===== src/rtl/sl_channel_scheduler.sv =====
// Core-side sequencer between the CDC command/response FIFOs and the SL
// transceiver instances (receiver/transmitter pair per channel).
module sl_channel_scheduler #(
   parameter int unsigned CHANNEL_COUNT = 1
) (
   input  logic                          clk,
   input  logic                          rst,
   input  logic                          cmd_empty,
   input  logic [33:0]                   cmd_data,
   output logic                          cmd_inc,
   input  logic                          rsp_full,
   output logic [33:0]                   rsp_data,
   output logic                          rsp_inc,
   output logic [2*CHANNEL_COUNT-1:0]    inst_wr_valid,
   output logic [1:0]                    inst_wr_mod,
   output logic [31:0]                   inst_wr_data,
   input  logic [2*CHANNEL_COUNT-1:0]    inst_wr_ready,
   input  logic [2*CHANNEL_COUNT-1:0]    inst_rsp_req,
   input  logic [2*CHANNEL_COUNT*34-1:0] inst_rsp_data,
   output logic [2*CHANNEL_COUNT-1:0]    inst_rsp_ack,
   output logic [5:0]                    sel_inst,
   output logic [7:0]                    drop_cnt
);

   localparam int unsigned INST_COUNT = 2 * CHANNEL_COUNT;

   typedef enum logic [1:0] {C_IDLE, C_POP, C_ISSUE} cstate_t;
   typedef enum logic [2:0] {R_IDLE, R_TAG, R_WAIT_T, R_DATA, R_WAIT_D} rstate_t;

   cstate_t                 c_state_q, c_state_d;
   logic [33:0]             cmd_q, cmd_d;
   logic [5:0]              sel_q, sel_d;
   logic [7:0]              drop_q, drop_d;
   logic                    cmd_inc_q, cmd_inc_d;
   logic [INST_COUNT-1:0]   wr_valid_q, wr_valid_d;
   logic [1:0]              wr_mod_q, wr_mod_d;
   logic [31:0]             wr_data_q, wr_data_d;

   rstate_t                 r_state_q, r_state_d;
   logic [5:0]              rr_q, rr_d;
   logic [5:0]              g_q, g_d;
   logic [5:0]              last_q, last_d;
   logic                    tag_valid_q, tag_valid_d;
   logic [33:0]             word_q, word_d;
   logic                    rsp_inc_q, rsp_inc_d;
   logic [33:0]             rsp_data_q, rsp_data_d;
   logic [INST_COUNT-1:0]   ack_q, ack_d;

   logic [INST_COUNT-1:0]   sel_onehot;
   logic [INST_COUNT-1:0]   g_onehot;
   logic                    sel_in_range;
   logic                    sel_ready;
   logic [INST_COUNT-1:0]   req_rot;
   int unsigned             rr_start;
   int unsigned             rr_off;
   logic [5:0]              gnt;
   logic [33:0]             gnt_word;

   assign cmd_inc       = cmd_inc_q;
   assign rsp_inc       = rsp_inc_q;
   assign rsp_data      = rsp_data_q;
   assign inst_wr_valid = wr_valid_q;
   assign inst_wr_mod   = wr_mod_q;
   assign inst_wr_data  = wr_data_q;
   assign inst_rsp_ack  = ack_q;
   assign sel_inst      = sel_q;
   assign drop_cnt      = drop_q;

   // Decode selected and granted instance indices into one-hot vectors.
   always_comb begin
      sel_onehot = '0;
      g_onehot   = '0;
      for (int unsigned i = 0; i < INST_COUNT; i++) begin
         sel_onehot[i] = ({26'd0, sel_q} == i);
         g_onehot[i]   = ({26'd0, g_q} == i);
      end
      sel_in_range = ({26'd0, sel_q} < INST_COUNT);
      sel_ready    = |(inst_wr_ready & sel_onehot);
   end

   // Round-robin search: rotate requests so bit 0 is the instance after rr_q,
   // take the lowest set bit, then rotate the offset back to an index.
   always_comb begin
      logic found;
      found    = 1'b0;
      rr_off   = 0;
      gnt_word = '0;
      rr_start = ({26'd0, rr_q} + 1) % INST_COUNT;
      req_rot  = INST_COUNT'({inst_rsp_req, inst_rsp_req} >> rr_start);
      for (int unsigned k = 0; k < INST_COUNT; k++) begin
         if (!found && req_rot[k]) begin
            found  = 1'b1;
            rr_off = k;
         end
      end
      gnt = 6'((rr_start + rr_off) % INST_COUNT);
      for (int unsigned i = 0; i < INST_COUNT; i++) begin
         if ({26'd0, gnt} == i) gnt_word = inst_rsp_data[34*i +: 34];
      end
   end

   // Command FSM: pop, decode modifier, issue config/data to selected instance.
   always_comb begin
      c_state_d  = c_state_q;
      cmd_d      = cmd_q;
      sel_d      = sel_q;
      drop_d     = drop_q;
      cmd_inc_d  = 1'b0;
      wr_valid_d = '0;
      wr_mod_d   = '0;
      wr_data_d  = '0;
      case (c_state_q)
         C_IDLE: begin
            if (!cmd_empty) begin
               cmd_d     = cmd_data;
               cmd_inc_d = 1'b1;
               c_state_d = C_POP;
            end
         end
         C_POP: begin
            c_state_d = C_IDLE;
            case (cmd_q[33:32])
               2'd3: sel_d = cmd_q[5:0];
               2'd2: ;
               default: begin
                  if (!sel_in_range) begin
                     if (drop_q != '1) drop_d = drop_q + 8'd1;
                  end else begin
                     c_state_d  = C_ISSUE;
                     wr_valid_d = sel_onehot;
                     wr_mod_d   = cmd_q[33:32];
                     wr_data_d  = cmd_q[31:0];
                  end
               end
            endcase
         end
         C_ISSUE: begin
            if (sel_ready) begin
               c_state_d = C_IDLE;
            end else begin
               wr_valid_d = wr_valid_q;
               wr_mod_d   = wr_mod_q;
               wr_data_d  = wr_data_q;
            end
         end
         default: c_state_d = C_IDLE;
      endcase
   end

   // Response FSM: arbitrate, insert source tag on change, push word and ack.
   always_comb begin
      r_state_d   = r_state_q;
      rr_d        = rr_q;
      g_d         = g_q;
      last_d      = last_q;
      tag_valid_d = tag_valid_q;
      word_d      = word_q;
      rsp_inc_d   = 1'b0;
      rsp_data_d  = rsp_data_q;
      ack_d       = '0;
      case (r_state_q)
         R_IDLE: begin
            if ((|inst_rsp_req) && !rsp_full) begin
               g_d       = gnt;
               rr_d      = gnt;
               word_d    = gnt_word;
               r_state_d = (!tag_valid_q || gnt != last_q) ? R_TAG : R_DATA;
            end
         end
         R_TAG: begin
            if (!rsp_full) begin
               rsp_inc_d   = 1'b1;
               rsp_data_d  = {2'd3, 26'd0, g_q};
               last_d      = g_q;
               tag_valid_d = 1'b1;
               r_state_d   = R_WAIT_T;
            end
         end
         R_WAIT_T: r_state_d = R_DATA;
         R_DATA: begin
            if (!rsp_full) begin
               rsp_inc_d  = 1'b1;
               rsp_data_d = word_q;
               ack_d      = g_onehot;
               r_state_d  = R_WAIT_D;
            end
         end
         R_WAIT_D: r_state_d = R_IDLE;
         default:  r_state_d = R_IDLE;
      endcase
   end

   // State and registered outputs for both FSMs.
   always_ff @(posedge clk or posedge rst) begin
      if (rst) begin
         c_state_q   <= C_IDLE;
         cmd_q       <= '0;
         sel_q       <= '0;
         drop_q      <= '0;
         cmd_inc_q   <= 1'b0;
         wr_valid_q  <= '0;
         wr_mod_q    <= '0;
         wr_data_q   <= '0;
         r_state_q   <= R_IDLE;
         rr_q        <= 6'(INST_COUNT - 1);
         g_q         <= '0;
         last_q      <= '0;
         tag_valid_q <= 1'b0;
         word_q      <= '0;
         rsp_inc_q   <= 1'b0;
         rsp_data_q  <= '0;
         ack_q       <= '0;
      end else begin
         c_state_q   <= c_state_d;
         cmd_q       <= cmd_d;
         sel_q       <= sel_d;
         drop_q      <= drop_d;
         cmd_inc_q   <= cmd_inc_d;
         wr_valid_q  <= wr_valid_d;
         wr_mod_q    <= wr_mod_d;
         wr_data_q   <= wr_data_d;
         r_state_q   <= r_state_d;
         rr_q        <= rr_d;
         g_q         <= g_d;
         last_q      <= last_d;
         tag_valid_q <= tag_valid_d;
         word_q      <= word_d;
         rsp_inc_q   <= rsp_inc_d;
         rsp_data_q  <= rsp_data_d;
         ack_q       <= ack_d;
      end
   end

endmodule


===== config.mk =====
export PLATFORM = sky130hd
export DESIGN_NAME = sl_channel_scheduler
export DESIGN_NICKNAME = d
export VERILOG_FILES = /design/src/rtl/sl_channel_scheduler.sv
export SDC_FILE = /design/constraint.sdc
export NUM_CORES = 1
export LEC_CHECK = 0
export CAP_MARGIN = 15
export CORE_AREA = 2 2 113 126
export CTS_CLUSTER_DIAMETER = 120
export DETAILED_ROUTE_END_ITERATION = 8
export DIE_AREA = 0 0 115 128
export GPL_ROUTABILITY_DRIVEN = 0
export GPL_TIMING_DRIVEN = 0
export HOLD_SLACK_MARGIN = 0.03
export PLACE_DENSITY = 0.91
export SYNTH_ARGS = -nofsm -noshare
export SYNTH_HDL_FRONTEND = slang
export SYNTH_SLANG_ARGS = --single-unit

===== constraint.sdc =====
create_clock -name clk -period 9.8 [get_ports clk]
set_clock_uncertainty 0.2 [all_clocks]
set_input_delay 2.45 -clock clk [delete_from_list [all_inputs] [get_ports clk]]
set_output_delay 2.45 -clock clk [all_outputs]
set_load 0.02 [all_outputs]

==> flow_summary.json <==
{
  "drtIter0Drc": 394,
  "worstSetupPathType": "primary input to flip-flop",
  "synth_cell_type_count": 35,
  "period_share_pct": 44.2,
  "tightest_slew_ns": 0.780,
  "cts-root-buf": "clkbuf_16",
  "synth-edff-count": 0,
  "antenna_found_initial": 0,
  "num_rows": 45,
  "cts_tree": "done",
  "min_path_type": "flip-flop to flip-flop",
  "die-area_sq_um": 14700,
  "rsz0062_at_grt": "false",
  "status": "completed",
  "grt_max_degree": 88,
  "fin_tns_setup_ns": 0,
  "routedWlPerCell_um": 18.5,
  "layout-drive-gt1-share_pct": 18.1,
  "whs_ns": 0.271,
  "worstPathRequired_ns": 9.87,
  "fp.dieH_um": 128,
  "synthFlopType": "dfrtp_1",
  "vdd_drop_max_mv": 0.155,
  "async_reset_ff_share_pct": 100,
  "dpl.hpwl_mm": 12.4,
  "first_pass_iters": 4,
  "ys_ff_latch": 165,
  "cp.depth": 6,
  "clkTransAtPathRegs_ns": 0.06,
  "track_usage_pct": 24.3,
  "power_leakage_nw": 4.33,
  "start_kind": "primary input",
  "start_util_pct": 49.1,
  "num_vias": 5161,
  "postRouteAntennaNets": 0,
  "powerDensity_nw_per_um2": 275,
  "die_w_um": 115,
  "maxCapViolations": 0,
  "worstRegToRegCells": 5,
  "worstPathArrival_ns": 4.40,
  "syn-instance-count": 544,
  "crit_family": "buffers and inverters",
  "syn_area_sq_um": 6630,
  "boundaryPins": 198,
  "setup.worst_path.start": "rsp_full",
  "max_freq_mhz": 231,
  "fin_crit_ns": 4.33,
  "cp_max_fo": 10,
  "clockBufferDepth": 2,
  "cts_inserted_buffers": 17,
  "crit_top_cell": "clkbuf_1",
  "critPathMaxStageDelay_ns": 0.45,
  "via_per_inst": 5.50,
  "rr_startpoint": "r_state_q[1]",
  "worstReg2RegEnd": "word_q[17]",
  "cts_max_level": 4,
  "clkLatencyLatePin_ns": 0.42,
  "port_buffers": 197,
  "end_kind": "flip-flop",
  "num_antenna_cells": 0,
  "cts.sinks": 165,
  "post_cts_buffers": 0,
  "syn2layout_area_growth_pct": 43.6,
  "synth_warnings": 0,
  "endpoint": "word_q[17]",
  "num-nets-final": 872,
  "grt_pass1_vias": 5426,
  "drc": 0,
  "hold_buffers": 0,
  "synth-seq-area-share_pct": 62.3,
  "cp_num_buf_inv": 3,
  "grt_pass1_wl_mm": 27.6,
  "hold_violations": 0,
  "critPathSlowestCell": "clkdlybuf4s50_1",
  "overflow": 0,
  "setup_viol_count_final": 0,
  "slew_violations": 0,
  "max_slew_margin_pct": 47.8,
  "path_cells": "clkdlybuf4s50_1, nor2_1, nor4b_1, clkbuf_1, clkbuf_1, a21oi_1",
  "r2r_slack_ns": 7.46,
  "avgSynthCellArea_sq_um": 12.2,
  "core_area_sq_um": 13500,
  "synth_nets": 655,
  "post_cts_resized": 0,
  "drt-total-wl_mm": 17.3
}
==> cell usage in the layout (no fill, tap or decap), types with 2 or more instances in the layout <==
cell,netlist,layout
nand3_1,36,36
dfrtp_1,164,164
nor3_1,9,9
clkinv_4,0,4
clkbuf_16,0,17
buf_1,3,3
a22o_2,35,35
o21ai_0,5,5
inv_1,7,6
or2_2,2,2
nor3_2,2,2
xor2_1,5,5
nand2_1,66,66
and3_1,2,2
mux2i_1,36,36
clkbuf_8,0,2
buf_2,13,13
clkbuf_1,10,11
buf_6,6,6
nor2_1,45,45
a21oi_1,37,37
mux2_2,44,44
bufinv_16,0,6
xnor2_1,2,2
clkdlybuf4s50_1,0,197
clkinv_2,0,2
==> through the flow <==
| stage | instances | utilization (%) | instance area [sq um] | power (W) | setup slack (ns) |
|---|---|---|---|---|---|
| 4_1_cts | 938 | 70.5 | 9520 | 0.00263 | 5.52 |
| 3_3_place_gp | 905 | 65.2 | 8810 | 0.00180 | 0.956 |
| 5_1_grt | 938 | 70.5 | 9520 | 0.00275 | 5.39 |
| 3_5_place_dp | 906 | 65.4 | 8840 | 0.00185 | 5.18 |
| 2_1_floorplan | 544 | - | 6630 | 0.00149 | 2.69 |
| 6_report | 938 | 70.5 | 9520 | 0.00262 | 5.47 |
==> worst min-delay path by stage <==
stage / startpoint / endpoint / slack, ns / depth (start not counted)
after floorplan: r_state_q[2] / r_state_q[0] / 0.24 / 1
after global placement: rsp_data[30] / rsp_data[30] / 0.25 / 2
after detailed placement: rsp_data[15] / rsp_data[15] / 0.26 / 2
after CTS: rsp_data[23] / rsp_data[23] / 0.28 / 2
after global routing: rsp_data[26] / rsp_data[26] / 0.30 / 2
final: rsp_data[19] / rsp_data[19] / 0.27 / 2
==> cell usage after synthesis (all sizes together) (2+ instances only) <==
master	number	area (sq um)
o21ai	6	33.8
or2	2	12.5
nor3b	3	38.8
buf	22	144
a21oi	37	185
nor2	45	169
xnor2	2	17.5
clkbuf	10	37.5
and3	2	12.5
mux2	44	495
nand3	36	180
a22o	35	350
nor3	11	65.1
nand2	66	248
xor2	5	43.8
inv	7	26.3
dfrtp	164	4100
mux2i	36	360
==> flip-flops by register name, indices dropped and copies added (netlist names) <==
signal         flops
inst_wr_data      32
inst_wr_valid      2
cmd_q             34
inst_rsp_ack       2
c_state_q          2
tag_valid_q        1
inst_wr_mod        2
g_q                1
rsp_data          34
last_q             1
sel_inst           6
r_state_q          3
rsp_inc            1
cmd_inc            1
word_q            34
rr_q               1
drop_cnt           8
==> layout make-up <==
| class | count | area [sq um] |
|---|---|---|
| Sequential cell | 165 | 4130 |
| Fill cell | 882 | 3990 |
| Multi-Input combinational cell | 340 | 2290 |
| Timing Repair Buffer | 198 | 2000 |
| Clock buffer | 20 | 457 |
| Clock inverter | 12 | 225 |
| Tap cell | 164 | 205 |
| Buffer | 32 | 181 |
| Inverter | 7 | 31.3 |
==> per-layer routing <==
layer | wire length, um | GRT usage, %
met5 | 0 | 0
met4 | 390 | 10.1
met3 | 1420 | 7.47
met2 | 8850 | 41.4
met1 | 6660 | 28.6
==> where the power goes <==
part	leakage, nW	internal, W	switching [W]	total (W)
logic	1.95	0.000376	0.000439	0.000815
registers	2.05	0.000896	0.000153	0.00105
clock network	0.334	0.000492	0.000265	0.000757
total	4.33	0.00176	0.000857	0.00262
==> tightest hold or removal path: stages (launching register included) <==
cell     delay (ns)
dfrtp_1        0.34
nand2_1        0.05
nand2_1        0.05
==> kinds of logic after synthesis <==
family	count (synthesis)	share of synthesized area (%)
AOI/OAI and AO/OA	79	8.68
and+or+nand+nor	173	11.9
muxes	80	12.9
DFF	165	62.3
adders and majority gates	1	0.189
buffers and inverters	39	3.13
xor gates and xnor gates	7	0.925
(Power assumes the default switching activity.)
